--- config.mk ---
export PLATFORM = sky130hd
export DESIGN_NAME = axilite_master
export DESIGN_NICKNAME = d
export VERILOG_FILES = /design/src/rtl/axil_pkg.sv /design/src/rtl/axilite_master.sv
export SDC_FILE = /design/constraint.sdc
export NUM_CORES = 1
export LEC_CHECK = 0
export CORE_ASPECT_RATIO = 0.75
export CORE_UTILIZATION = 41
export DETAILED_ROUTE_END_ITERATION = 16
export PLACE_DENSITY = 0.86
export SYNTH_ARGS = -nofsm -noshare
export SYNTH_HDL_FRONTEND = slang
export SYNTH_SLANG_ARGS = --single-unit
--- constraint.sdc ---
create_clock -name aclk -period 2.72 [get_ports aclk]
set_input_delay 0.408 -clock aclk [delete_from_list [all_inputs] [get_ports aclk]]
set_output_delay 0.408 -clock aclk [all_outputs]
set_load 0.005 [all_outputs]
--- src/rtl/axil_pkg.sv ---
// rtl/axil_pkg.sv - shared AXI4-Lite response codes and initiator state encoding
package axil_pkg;

   localparam logic [1:0] AXI_RESP_OKAY   = 2'b00;
   localparam logic [1:0] AXI_RESP_EXOKAY = 2'b01;
   localparam logic [1:0] AXI_RESP_SLVERR = 2'b10;
   localparam logic [1:0] AXI_RESP_DECERR = 2'b11;

   typedef enum logic [2:0] {
      IDLE,
      WR,
      WB,
      RA,
      RD,
      DONE
   } axil_state_t;

endpackage

--- src/rtl/axilite_master.sv ---
// rtl/axilite_master.sv - AXI4-Lite initiator, one outstanding read or write per command
module axilite_master
   import axil_pkg::*;
#(
   parameter int ADDR_W = 32,
   parameter int DATA_W = 32
) (
   input  logic                  aclk,
   input  logic                  aresetn,
   input  logic                  cmd_valid,
   output logic                  cmd_ready,
   input  logic                  cmd_wr,
   input  logic [ADDR_W-1:0]     cmd_addr,
   input  logic [DATA_W-1:0]     cmd_wdata,
   input  logic [DATA_W/8-1:0]   cmd_wstrb,
   output logic                  rsp_valid,
   output logic [DATA_W-1:0]     rsp_rdata,
   output logic [1:0]            rsp_resp,
   output logic [ADDR_W-1:0]     m_axi_awaddr,
   output logic                  m_axi_awvalid,
   input  logic                  m_axi_awready,
   output logic [DATA_W-1:0]     m_axi_wdata,
   output logic [DATA_W/8-1:0]   m_axi_wstrb,
   output logic                  m_axi_wvalid,
   input  logic                  m_axi_wready,
   input  logic [1:0]            m_axi_bresp,
   input  logic                  m_axi_bvalid,
   output logic                  m_axi_bready,
   output logic [ADDR_W-1:0]     m_axi_araddr,
   output logic                  m_axi_arvalid,
   input  logic                  m_axi_arready,
   input  logic [DATA_W-1:0]     m_axi_rdata,
   input  logic [1:0]            m_axi_rresp,
   input  logic                  m_axi_rvalid,
   output logic                  m_axi_rready
);

   localparam int STRB_W = DATA_W / 8;

   axil_state_t         r_state;
   axil_state_t         w_next;
   logic [ADDR_W-1:0]   r_addr;
   logic [DATA_W-1:0]   r_wdata;
   logic [STRB_W-1:0]   r_wstrb;
   logic [DATA_W-1:0]   r_rsp_rdata;
   logic [1:0]          r_rsp_resp;
   logic                r_awvalid;
   logic                r_wvalid;

   logic                w_accept;
   logic                w_aw_hs;
   logic                w_w_hs;
   logic                w_aw_done;
   logic                w_w_done;
   logic                w_b_hs;
   logic                w_r_hs;

   assign w_accept  = cmd_valid && (r_state == IDLE);
   assign w_aw_hs   = r_awvalid && m_axi_awready;
   assign w_w_hs    = r_wvalid && m_axi_wready;
   // A channel counts as done once its valid has dropped or is being taken this cycle.
   assign w_aw_done = !r_awvalid || m_axi_awready;
   assign w_w_done  = !r_wvalid || m_axi_wready;
   assign w_b_hs    = (r_state == WB) && m_axi_bvalid;
   assign w_r_hs    = (r_state == RD) && m_axi_rvalid;

   always_ff @(posedge aclk or negedge aresetn) begin
      if (!aresetn) begin
         r_state <= IDLE;
      end else begin
         r_state <= w_next;
      end
   end

   always_comb begin
      w_next = r_state;
      case (r_state)
         IDLE:    if (w_accept) w_next = cmd_wr ? WR : RA;
         WR:      if (w_aw_done && w_w_done) w_next = WB;
         WB:      if (m_axi_bvalid) w_next = DONE;
         RA:      if (m_axi_arready) w_next = RD;
         RD:      if (m_axi_rvalid) w_next = DONE;
         DONE:    w_next = IDLE;
         default: w_next = IDLE;
      endcase
   end

   always_ff @(posedge aclk or negedge aresetn) begin
      if (!aresetn) begin
         r_addr      <= '0;
         r_wdata     <= '0;
         r_wstrb     <= '0;
         r_awvalid   <= 1'b0;
         r_wvalid    <= 1'b0;
         r_rsp_rdata <= '0;
         r_rsp_resp  <= AXI_RESP_OKAY;
      end else begin
         if (w_accept) begin
            r_addr    <= cmd_addr;
            r_wdata   <= cmd_wdata;
            r_wstrb   <= cmd_wstrb;
            r_awvalid <= cmd_wr;
            r_wvalid  <= cmd_wr;
         end else begin
            if (w_aw_hs) r_awvalid <= 1'b0;
            if (w_w_hs)  r_wvalid  <= 1'b0;
         end
         // Write completions report zero data so stale read data never leaks out.
         if (w_b_hs) begin
            r_rsp_rdata <= '0;
            r_rsp_resp  <= m_axi_bresp;
         end else if (w_r_hs) begin
            r_rsp_rdata <= m_axi_rdata;
            r_rsp_resp  <= m_axi_rresp;
         end
      end
   end

   assign cmd_ready     = (r_state == IDLE);
   assign rsp_valid     = (r_state == DONE);
   assign rsp_rdata     = r_rsp_rdata;
   assign rsp_resp      = r_rsp_resp;

   assign m_axi_awaddr  = r_addr;
   assign m_axi_awvalid = r_awvalid;
   assign m_axi_wdata   = r_wdata;
   assign m_axi_wstrb   = r_wstrb;
   assign m_axi_wvalid  = r_wvalid;
   assign m_axi_bready  = (r_state == WB);

   assign m_axi_araddr  = r_addr;
   assign m_axi_arvalid = (r_state == RA);
   assign m_axi_rready  = (r_state == RD);

endmodule

==> flow_metrics.tcl <==
set metrics [dict create \
    outcome "complete, no violations" \
    total_number_of_clock_tree_sinks 107 \
    synth_top_cell_by_area "sky130_fd_sc_hd__dfrtp_1" \
    detail_route.drc_violations 0 \
    syn-instance-count 289 \
    yosys-top-cells-area "sky130_fd_sc_hd__dfrtp_1 (62%), sky130_fd_sc_hd__mux2_2 (16%), sky130_fd_sc_hd__a22o_1 (6.8%)" \
    timing_max_transition_violations_final 0 \
    max_cap_violations 0 \
    ys_dominant_reg_cell "sky130_fd_sc_hd__dfrtp_1" \
    cp-start-kind "flop" \
    synth_warnings 0 \
    cts_htree_levels 3 \
    synth_enable_flop_cells 0 \
    hold_buffers 0 \
    period_needed_ns 2.400 \
    mean_syn_cell_area_um2 15.05 \
    initialDrtViolationCount 107 \
    crit_path_top_delay_cell "sky130_fd_sc_hd__dfrtp_1" \
    ratio_of_cells_with_drive_above_1_in_the_final_layout_pct 16.60 \
    place_congestion 0.7464 \
    antenna-diode-count 0 \
    required_ns 2.31 \
    distinct_cell_type_count_of_the_synthesized_netlist 27 \
    syn_area_um2 4349 \
    tritoncts "done" \
    post-synth-top-count-cell "sky130_fd_sc_hd__dfrtp_1" \
    antenna_violations_before_repair 0 \
    grt_max_degree 72 \
    final.setup.tns_ns 0 \
    final_area_um2 7008 \
    filler_cell_count 744 \
    core_area_um2 10290 \
    vias 3174 \
    design_power_total_w 0.007774 \
    postSynth.asyncResetShare_pct 100.0 \
    worst_ir_drop_on_vdd_v 0.0005660 \
    clk_path_buf_depth 2 \
    period_share_pct 88.25 \
    relSlewSlack_pct 46.83 \
    worst-slew-pin-transition_ns 0.7957 \
    pin_count 254 \
    fp_rows 32 \
    post-synth-top-area-fraction_pct 61.57 \
    finalHoldWorstSlack_ns 0.07452 \
    fin_worst_skew_ns 0.004013 \
    die-area_um2 11030 \
    area_growth_syn_to_layout_pct 61.13 \
    synth.top_cells.by_count "sky130_fd_sc_hd__dfrtp_1 (107), sky130_fd_sc_hd__mux2_2 (62), sky130_fd_sc_hd__buf_4 (35)" \
    grt.total_usage_pct 20.22 \
    final-setup-viol-count 0 \
    dp_hpwl_um 8039 \
    critical-path-max-stage-delay_ns 0.60 \
    postPlaceCellArea_um2 6724 \
    grt_pass1_vias 3314 \
    ff_latch_area_um2 2678 \
    cp.arrival_ns 1.99 \
    clock_latency_ns 0.34 \
    die_width_um 120.9 \
    final-hold-violation-count 0 \
    cts_repair_resize_count 0 \
    holdCritPathClass "in -> async" \
    setup_repair_after_global_routing_missed_its_margin "no" \
    postCtsSetupBuffers 0 \
    post_drt_via_cell_ratio 4.898 \
    cts_inserted_buffers 9 \
    crit_fanout 12 \
    die_h_um 91.20 \
    path_clk_slew_ns 0.07 \
    grt_remaining_overflow 0 \
    worst-setup-path-type "reg -> out" \
    drt_wl_total_um 10860 \
    pleak_nw 2.948 \
    fmaxAchievable_mhz 416.6 \
    synth-seq-cells 107 \
    crit_path_cell_trace "inv_1, nor3b_1, clkdlybuf4s50_1" \
    place.port_buffers 253 \
    final_nets 620 \
    cellPowerDensity_nw_per_um2 1109 \
    grt_pass1_wl_um 17060 \
    routedWlPerCell_um 16.75 \
    clockRootBuffer "sky130_fd_sc_hd__clkbuf_16" \
    initial_utilization_pct 42.27 \
    multiInputGateArea_um2 1295 \
    route.antenna.remaining_nets 0 \
    worstSetupEndpointType "primary output" \
    synth_fp_nets 402 \
    synth_seq_area_share_pct 61.57 \
    detail_route.first_pass.iterations 4 \
]
## sequential cells by signal, indices dropped and copies added (netlist names)
name	cells
rsp_resp	2
m_axi_araddr	32
m_axi_wvalid	1
m_axi_awvalid	1
m_axi_wdata	32
rsp_rdata	32
m_axi_wstrb	4
r_state	3
## cells by family (layout without fill, tap and decap cells)
logic type             after synthesis  after routing  synth area share [%]
DFF                                107            107                 61.57
AOI/OAI and AO/OA                   44             44                 8.401
muxes                               70             70                 18.10
buffers and inverters               50            273                 8.659
and+or+nand+nor                     18             18                 3.279
## worst max-delay path: cells and delay by family, from the launching register on
kind	cells	cell delay, ns
flip-flops	1	0.60
buffers and inverters	2	0.72
AND/OR/NAND/NOR	1	0.34
## metrics by stage
stage / std cells / util [%] / setup slack [ns]
2_1_floorplan: 289 / - / 1.102
3_3_place_gp: 632 / 65.35 / 0.6694
3_5_place_dp: 632 / 65.35 / 0.6239
4_1_cts: 648 / 68.11 / 0.3088
5_1_grt: 648 / 68.11 / 0.1867
6_report: 648 / 68.11 / 0.3197
## cells in the final DEF, fill, tap and decap left out, types with 3 or more instances in the layout
cell	instances
sky130_fd_sc_hd__clkbuf_16	9
sky130_fd_sc_hd__nand2b_1	3
sky130_fd_sc_hd__mux2_1	7
sky130_fd_sc_hd__dfrtp_1	107
sky130_fd_sc_hd__mux2_2	62
sky130_fd_sc_hd__nor3b_1	3
sky130_fd_sc_hd__a22o_1	34
sky130_fd_sc_hd__inv_6	4
sky130_fd_sc_hd__a21o_1	3
sky130_fd_sc_hd__clkdlybuf4s50_1	252
## final timing paths
kind	startpoint	to	slack (ns)	depth (start not counted)
worst max-delay path	r_state[0]	m_axi_arvalid	0.32	3
worst min-delay path	aresetn	m_axi_wdata[17]	0.07	1
worst max register to register	r_state[1]	rsp_rdata[20]	0.84	3
worst min register to register	rsp_resp[1]	rsp_resp[1]	0.49	1
max in group asynchronous	aresetn	m_axi_wstrb[1]	1.88	2
min in group aclk	rsp_resp[1]	rsp_resp[1]	0.49	1
## power by group
group / switching (W) / internal, W / leakage [nW] / total [W]
clock network: 0.000585 / 0.000657 / 0.144 / 0.00124
logic: 0.00106 / 0.00257 / 1.48 / 0.00362
registers: 0.000546 / 0.00236 / 1.32 / 0.00291
## area by class of cell
class                      instances  share of cell area, %
inverter                           1                0.05356
multi-input combinational        132                  18.48
clock inverter                     6                 0.6427
timing repair buffer             256                  36.78
sequential                       107                  38.21
tap                              136                  2.428
clock buffer                      10                  3.410
## layer usage
layer | routed length [µm] | global-route usage [%] | up-vias
li1 | - | - | 1444
met1 | 4192 | 23.69 | 1563
met2 | 5628 | 34.38 | 148
met3 | 862 | 6.658 | 19
met4 | 172 | 7.510 | 0
met5 | 0 | 0 | -
Power figures use the tool's default switching activity.
